### src/rtl/centroid_pkg.sv
// Shared widths, FSM encoding and coordinate saturation for the ball centroid block.
// Combinational helpers only.
package centroid_pkg;

    localparam int SUM_W      = 29;
    localparam int CNT_W      = 19;
    localparam int COORD_W    = 10;
    localparam int DIV_CYCLES = 29;
    localparam int DIV_CNT_W  = $clog2(DIV_CYCLES + 1);

    typedef enum logic [2:0] {
        ACCUM,
        LATCH,
        DIV_X,
        DIV_Y,
        OUT
    } state_t;

    function automatic logic [COORD_W-1:0] sat_coord(input logic [SUM_W-1:0] q, input int lim);
        if (q > SUM_W'(lim - 1)) begin
            return COORD_W'(lim - 1);
        end
        return q[COORD_W-1:0];
    endfunction

endpackage

### src/rtl/centroid_div.sv
// Serial restoring divider, one quotient bit per cycle, shared between x and y.
// Latency: DIV_CYCLES cycles after start; done flags the final iteration cycle, with quotient valid in it.
// No backpressure: a start while running restarts the divider.
module centroid_div
    import centroid_pkg::*;
(
    input  logic             clk,
    input  logic             rst_n,
    input  logic             start,
    input  logic [SUM_W-1:0] dividend,
    input  logic [CNT_W-1:0] divisor,
    output logic             done,
    output logic [SUM_W-1:0] quotient
);

    logic [SUM_W-1:0]     quo;
    logic [CNT_W-1:0]     rem;
    logic [CNT_W-1:0]     dvs;
    logic [DIV_CNT_W-1:0] cnt;

    logic [CNT_W:0]       rem_sh;
    logic                 ge;
    logic [CNT_W-1:0]     sub;
    logic [CNT_W-1:0]     rem_nxt;
    logic [SUM_W-1:0]     quo_nxt;

    // When the trial subtraction succeeds the true difference is below dvs, so the low bits suffice.
    always_comb begin
        rem_sh  = {rem, quo[SUM_W-1]};
        ge      = (rem_sh >= {1'b0, dvs});
        sub     = rem_sh[CNT_W-1:0] - dvs;
        rem_nxt = ge ? sub : rem_sh[CNT_W-1:0];
        quo_nxt = {quo[SUM_W-2:0], ge};
    end

    assign done     = (cnt == DIV_CNT_W'(1));
    assign quotient = quo_nxt;

    always_ff @(posedge clk or negedge rst_n) begin
        if (!rst_n) begin
            quo <= '0;
            rem <= '0;
            dvs <= '0;
            cnt <= '0;
        end else if (start) begin
            quo <= dividend;
            rem <= '0;
            dvs <= divisor;
            cnt <= DIV_CNT_W'(DIV_CYCLES);
        end else if (cnt != '0) begin
            quo <= quo_nxt;
            rem <= rem_nxt;
            cnt <= cnt - DIV_CNT_W'(1);
        end
    end

endmodule

### src/rtl/ball_centroid_calc.sv
// Per-frame centroid of hit pixels; optional bounding box with CENTROID_BBOX_EN.
// Latency: coor_valid_flag rises 60 cycles after the frame-end cycle.
// No backpressure: pixels always accepted; a frame end while busy is dropped.
module ball_centroid_calc
    import centroid_pkg::*;
#(
    parameter int H_ACT      = 800,
    parameter int V_ACT      = 480,
    parameter int MIN_PIXELS = 64,
    parameter int VALID_HOLD = 4,
    parameter bit VS_POL     = 1'b1
) (
    input  logic               clk,
    input  logic               rst_n,
    input  logic               vsync,
    input  logic               pixel_de,
    input  logic [9:0]         pixel_xpos,
    input  logic [9:0]         pixel_ypos,
    input  logic               hit,
    output logic [COORD_W-1:0] x_pos,
    output logic [COORD_W-1:0] y_pos,
    output logic               coor_valid_flag,
`ifdef CENTROID_BBOX_EN
    output logic [COORD_W-1:0] bbox_xmin,
    output logic [COORD_W-1:0] bbox_xmax,
    output logic [COORD_W-1:0] bbox_ymin,
    output logic [COORD_W-1:0] bbox_ymax,
`endif
    output logic               busy
);

    localparam int HOLD_W = (VALID_HOLD > 1) ? $clog2(VALID_HOLD) : 1;

    state_t             state;
    state_t             state_nxt;
    logic               vsync_r;
    logic               frame_end;
    logic               accept;
    logic               pix_hit;

    logic [SUM_W-1:0]   sum_x;
    logic [SUM_W-1:0]   sum_y;
    logic [CNT_W-1:0]   cnt;
    logic [SUM_W-1:0]   sum_x_snap;
    logic [SUM_W-1:0]   sum_y_snap;
    logic [CNT_W-1:0]   cnt_snap;
    logic [SUM_W-1:0]   quo_x;

    logic               div_start;
    logic [SUM_W-1:0]   div_dividend;
    logic               div_done;
    logic [SUM_W-1:0]   div_quotient;
    logic               publish;

    logic [HOLD_W-1:0]  hold;
    logic               restart;

    assign pix_hit   = pixel_de & hit;
    assign frame_end = (vsync == VS_POL) && (vsync_r != VS_POL);
    assign busy      = (state == LATCH) || (state == DIV_X) || (state == DIV_Y);
    assign accept    = frame_end & ~busy;

    always_ff @(posedge clk or negedge rst_n) begin
        if (!rst_n) begin
            vsync_r <= ~VS_POL;
        end else begin
            vsync_r <= vsync;
        end
    end

    // A hit in the frame-end cycle belongs to the frame that is starting.
    always_ff @(posedge clk or negedge rst_n) begin
        if (!rst_n) begin
            sum_x <= '0;
            sum_y <= '0;
            cnt   <= '0;
        end else if (frame_end) begin
            sum_x <= pix_hit ? SUM_W'(pixel_xpos) : '0;
            sum_y <= pix_hit ? SUM_W'(pixel_ypos) : '0;
            cnt   <= pix_hit ? CNT_W'(1) : '0;
        end else if (pix_hit) begin
            sum_x <= sum_x + SUM_W'(pixel_xpos);
            sum_y <= sum_y + SUM_W'(pixel_ypos);
            cnt   <= cnt + CNT_W'(1);
        end
    end

    always_ff @(posedge clk or negedge rst_n) begin
        if (!rst_n) begin
            sum_x_snap <= '0;
            sum_y_snap <= '0;
            cnt_snap   <= '0;
        end else if (accept) begin
            sum_x_snap <= sum_x;
            sum_y_snap <= sum_y;
            cnt_snap   <= cnt;
        end
    end

    always_ff @(posedge clk or negedge rst_n) begin
        if (!rst_n) begin
            state <= ACCUM;
        end else begin
            state <= state_nxt;
        end
    end

    always_comb begin
        state_nxt    = state;
        div_start    = 1'b0;
        div_dividend = sum_x_snap;
        publish      = 1'b0;
        case (state)
            ACCUM: begin
                if (accept) state_nxt = LATCH;
            end
            LATCH: begin
                if (cnt_snap < CNT_W'(MIN_PIXELS)) begin
                    state_nxt = ACCUM;
                end else begin
                    div_start = 1'b1;
                    state_nxt = DIV_X;
                end
            end
            DIV_X: begin
                if (div_done) begin
                    div_start    = 1'b1;
                    div_dividend = sum_y_snap;
                    state_nxt    = DIV_Y;
                end
            end
            DIV_Y: begin
                if (div_done) begin
                    publish   = 1'b1;
                    state_nxt = OUT;
                end
            end
            OUT: begin
                state_nxt = accept ? LATCH : ACCUM;
            end
            default: state_nxt = ACCUM;
        endcase
    end

    centroid_div u_div (
        .clk      (clk),
        .rst_n    (rst_n),
        .start    (div_start),
        .dividend (div_dividend),
        .divisor  (cnt_snap),
        .done     (div_done),
        .quotient (div_quotient)
    );

    always_ff @(posedge clk or negedge rst_n) begin
        if (!rst_n) begin
            quo_x <= '0;
        end else if ((state == DIV_X) && div_done) begin
            quo_x <= div_quotient;
        end
    end

    // Outputs load on the last DIV_Y edge so they are visible throughout the OUT cycle.
    always_ff @(posedge clk or negedge rst_n) begin
        if (!rst_n) begin
            x_pos <= COORD_W'(H_ACT / 2);
            y_pos <= COORD_W'(V_ACT / 2);
        end else if (publish) begin
            x_pos <= sat_coord(quo_x, H_ACT);
            y_pos <= sat_coord(div_quotient, V_ACT);
        end
    end

    // A result arriving while the flag is still high forces a one-cycle low so each result has its own edge.
    always_ff @(posedge clk or negedge rst_n) begin
        if (!rst_n) begin
            coor_valid_flag <= 1'b0;
            hold            <= '0;
            restart         <= 1'b0;
        end else if (publish) begin
            if (coor_valid_flag) begin
                coor_valid_flag <= 1'b0;
                restart         <= 1'b1;
            end else begin
                coor_valid_flag <= 1'b1;
                hold            <= HOLD_W'(VALID_HOLD - 1);
            end
        end else if (restart) begin
            coor_valid_flag <= 1'b1;
            hold            <= HOLD_W'(VALID_HOLD - 1);
            restart         <= 1'b0;
        end else if (coor_valid_flag) begin
            if (hold == '0) begin
                coor_valid_flag <= 1'b0;
            end else begin
                hold <= hold - HOLD_W'(1);
            end
        end
    end

`ifdef CENTROID_BBOX_EN
    logic [COORD_W-1:0] run_xmin, run_xmax, run_ymin, run_ymax;
    logic [COORD_W-1:0] snap_xmin, snap_xmax, snap_ymin, snap_ymax;

    always_ff @(posedge clk or negedge rst_n) begin
        if (!rst_n) begin
            run_xmin <= '1;
            run_xmax <= '0;
            run_ymin <= '1;
            run_ymax <= '0;
        end else if (frame_end) begin
            run_xmin <= pix_hit ? pixel_xpos : '1;
            run_xmax <= pix_hit ? pixel_xpos : '0;
            run_ymin <= pix_hit ? pixel_ypos : '1;
            run_ymax <= pix_hit ? pixel_ypos : '0;
        end else if (pix_hit) begin
            if (pixel_xpos < run_xmin) run_xmin <= pixel_xpos;
            if (pixel_xpos > run_xmax) run_xmax <= pixel_xpos;
            if (pixel_ypos < run_ymin) run_ymin <= pixel_ypos;
            if (pixel_ypos > run_ymax) run_ymax <= pixel_ypos;
        end
    end

    always_ff @(posedge clk or negedge rst_n) begin
        if (!rst_n) begin
            snap_xmin <= '0;
            snap_xmax <= '0;
            snap_ymin <= '0;
            snap_ymax <= '0;
        end else if (accept) begin
            snap_xmin <= run_xmin;
            snap_xmax <= run_xmax;
            snap_ymin <= run_ymin;
            snap_ymax <= run_ymax;
        end
    end

    always_ff @(posedge clk or negedge rst_n) begin
        if (!rst_n) begin
            bbox_xmin <= '0;
            bbox_xmax <= '0;
            bbox_ymin <= '0;
            bbox_ymax <= '0;
        end else if (publish) begin
            bbox_xmin <= snap_xmin;
            bbox_xmax <= snap_xmax;
            bbox_ymin <= snap_ymin;
            bbox_ymax <= snap_ymax;
        end
    end
`endif

endmodule

### config.mk
export PLATFORM = sky130hd
export DESIGN_NAME = ball_centroid_calc
export DESIGN_NICKNAME = d
export VERILOG_FILES = /design/src/rtl/centroid_pkg.sv /design/src/rtl/centroid_div.sv /design/src/rtl/ball_centroid_calc.sv
export SDC_FILE = /design/constraint.sdc
export NUM_CORES = 1
export LEC_CHECK = 0
export ABC_CLOCK_PERIOD_IN_PS = 2600
export CORE_MARGIN = 3
export CORE_UTILIZATION = 55
export DETAILED_ROUTE_END_ITERATION = 8
export PLACE_DENSITY = 0.73
export REMOVE_ABC_BUFFERS = 1
export SLEW_MARGIN = 5
export SYNTH_ARGS = -nofsm -noshare
export SYNTH_HDL_FRONTEND = slang
export SYNTH_SLANG_ARGS = --single-unit
### constraint.sdc
create_clock -name clk -period 2.6 [get_ports clk]
set_input_delay 0.39 -clock clk [delete_from_list [all_inputs] [get_ports clk]]
set_output_delay 0.39 -clock clk [all_outputs]
set_load 0.05 [all_outputs]
==> flow_metrics.py <==
metrics = {
    "global_route": {
        "grt_pass1_vias": 10913,
        "grtUsageMet3_pct": 3.06,
        "grt_use_total_pct": 24.2,
        "grt_use_met2_pct": 36.1,
        "grt_pass1_wl_mm": 56.4,
        "top_usage_layer": "met1",
        "grt_max_degree": 90,
        "antenna_found_initial": 0,
        "grt_remaining_overflow": 0,
        "met1_usage_pct": 38.0,
    },
    "routing": {
        "drc_errors": 0,
        "viasPerCell": 5.86,
        "first_pass_iters": 5,
        "drt-wirelength-per-cell_um": 17.6,
        "routed_wl_mm": 33.9,
        "drtAntennaViolNets": 0,
        "via_count": 11319,
        "drtIter0Drc": 1007,
    },
    "critical_path": {
        "crit_type": "flop to flop",
        "cp-start-kind": "flop",
        "cp_max_fo": 7,
        "critPathCaptureType": "flop",
        "critical_path_arrival_ns": 3.04,
        "required_ns": 3.06,
    },
    "power": {
        "p_per_area_nw_per_um2": 652,
        "peakVddDrop_uv": 371,
        "totalPowerFinal_mw": 10.9,
        "p_leak_nw": 7.89,
    },
    "floorplanning": {
        "row_count": 58,
        "core_area_sq_um": 25300,
        "chipWidth_um": 167,
        "dieArea_sq_um": 27800,
        "ioPinCount": 47,
        "die_y_um": 167,
        "start_util_pct": 56.1,
    },
    "finish": {
        "seq_area_sq_um": 7090,
        "syn_to_final_growth_pct": 17.6,
        "final_common_cell": "nand2_1",
        "design_area_sq_um": 16700,
        "multiInputGateArea_sq_um": 6740,
        "n_antenna_cell": 0,
        "nets": 1651,
        "layout_common_cells": "280 x nand2_1, 276 x dfrtp_1, 158 x o21ai_0",
        "drive_gt1_share_pct": 16.1,
        "final_cells": 1933,
        "nFillCells": 1962,
    },
    "synthesis": {
        "synth_flop_cell": "dfrtp_1",
        "synth_area_sq_um": 14200,
        "ys_seq_area_share_pct": 49.9,
        "synthArstFlopShare_pct": 100,
        "yosys_register_bits": 283,
        "ys_warn_count": 0,
        "yosysUniqueCellTypes": 77,
        "synth_edf_count": 0,
        "syn_inst": 1488,
        "avgSynthCellArea_sq_um": 9.56,
    },
    "clock_network": {
        "cts_buffers": 30,
        "clockBufferDepth": 3,
        "worstSkewPairLatency_ns": 0.55,
        "cts_tree": "done",
        "cts_root_buffer": "clkbuf_16",
        "clkSinkCount": 283,
        "cts-htree-levels": 1,
        "clkSlewWorstSetupHoldPaths_ns": 0.06,
    },
    "placement": {
        "placed_cell_area_sq_um": 15500,
        "routabilityCongestion": 0.897,
        "io_buffer_count": 46,
        "placedCellCount": 1868,
        "place_hpwl_mm": 22.8,
    },
    "sta": {
        "fin_crit_sh_pct": 99.3,
        "hold_viol_final": 0,
        "grt_setup_unrepaired": "true",
        "clock_skew_ns": 0.0133,
        "relSlewSlack_pct": 52.6,
        "worst_pin_slew_ns": 0.711,
        "finalSetupViolCount": 0,
        "min_period_ns": 2.58,
        "fmax_mhz": 387,
        "fin_worst_hold_slack_ns": 0.275,
        "finalMaxSlewViolations": 0,
        "tns_ns": 0,
    },
    "run": {
        "maxCapViolations": 0,
    },
    "run_status": {
        "status": "complete, no violations",
    },
    "worst_hold_path": {
        "min_path_type": "input pin to flop",
    },
}
worst max-delay path, stage by stage (launching register included):
cell and delay, ns:
dfrtp_1 0.36, ha_2 0.18, inv_1 0.05, fa_2 0.34, nor2b_2 0.17, o21ai_2 0.08
a21boi_2 0.16, o21a_1 0.18, o21ai_2 0.10, buf_4 0.17, or4_4 0.53, a21oi_2 0.18
timing repair:
item | 4_1_cts | 5_1_grt
resized for setup | 3 | 21
hold endpoints to repair | 67 | 0
cloned | 0 | 2
endpoints found under the setup margin | 10 | 23
hold buffers | 1 | 0
setup buffers | 1 | 6
pin swaps | 4 | 7
kinds of logic after synthesis:
logic type	share of synthesized area, %
adders and majority gates	4.21
xor gates and xnor gates	3.57
DFF	49.9
and+or+nand+nor	17.7
muxes	6.49
AOI/OAI and AO/OA	14.4
buffers and inverters	3.68
cell usage after synthesis, types with 3 or more instances:
library cell  instances  share of area [%]
a21o_1                9               0.48
and3_1                6               0.26
a21oi_1              61                2.1
buf_2                10               0.35
o31ai_1              13               0.69
a22oi_1               8               0.42
clkbuf_1             59                1.6
or3_1                17               0.75
o2111ai_1             4               0.25
inv_1                52                1.4
o211ai_1              5               0.26
nand2b_1              9               0.40
nand3_1              58                2.0
a31oi_1               5               0.22
buf_6                 3               0.24
nand4_1              17               0.75
and2_1                5               0.22
nor2b_1               8               0.35
mux2_2               66                5.2
a211oi_1              5               0.26
dfrtp_1             276                 49
a21oi_2               5               0.31
o21ai_0             158                5.6
nand2_1             280                7.4
fa_1                  3               0.42
o21a_1               15               0.79
mux2i_1              15                1.1
ha_1                 43                3.8
or4_1                 8               0.42
xor2_1               25                1.5
xnor2_1              33                2.0
dfstp_2               7                1.3
nor2_1               83                2.2
buf_1                 3              0.079
nor3_1               18               0.63
o22a_1               17                1.0
o21ai_1              13               0.46
nor3b_1               3               0.16
nor4_1               14               0.62
o31a_1                4               0.25
metal layers:
metal | vias up | share of wire [%]
met5 | - | 0
met4 | 0 | 2.0
met3 | 56 | 5.8
met2 | 354 | 44
met1 | 5536 | 48
li1 | 5373 | -
worst paths after layout:
check | from | endpoint | slack, ns | cells after the start
max | sum_x[0] | sum_x[18] | 0.02 | 11
min | pixel_xpos[0] | sum_x[0] | 0.27 | 3
max reg2reg | sum_x[0] | sum_x[18] | 0.02 | 11
min reg2reg | quo_x[11] | quo_x[11] | 0.48 | 2
max in group asynchronous | rst_n | sum_x_snap[22] | 1.34 | 3
min in group asynchronous | rst_n | u_div.rem[18] | 0.41 | 2
per-stage QoR:
step,utilization (%),setup WS [ns]
2_1_floorplan,-,-4.54
3_3_place_gp,61.3,-0.532
3_5_place_dp,61.3,-0.564
4_1_cts,65.4,0.0137
5_1_grt,66.0,-0.0365
6_report,66.0,0.0175
state kept, by name (all words and copies together), names as in the netlist, 29 cells and up:
register	count
sum_x_snap	29
quo_x	29
sum_y	29
sum_x	29
u_div.quo	29
sum_y_snap	29
report_power, final:
| group | switching (mW) | leakage, nW | internal (mW) |
|---|---|---|---|
| sequential | 0.228 | 3.88 | 4.64 |
| combinational | 0.857 | 3.50 | 0.794 |
| clock | 1.72 | 0.504 | 2.65 |
| total | 2.81 | 7.89 | 8.09 |
area by class of cell:
cell class | count | share of cell area [%]
clock buffer | 44 | 5.29
clock inverter | 11 | 0.861
inverter | 53 | 1.19
multi-input combinational | 1077 | 40.3
sequential | 283 | 42.4
tap | 330 | 2.47
timing repair buffer | 135 | 7.46
Note: power is estimated with default switching activity, not from simulation.
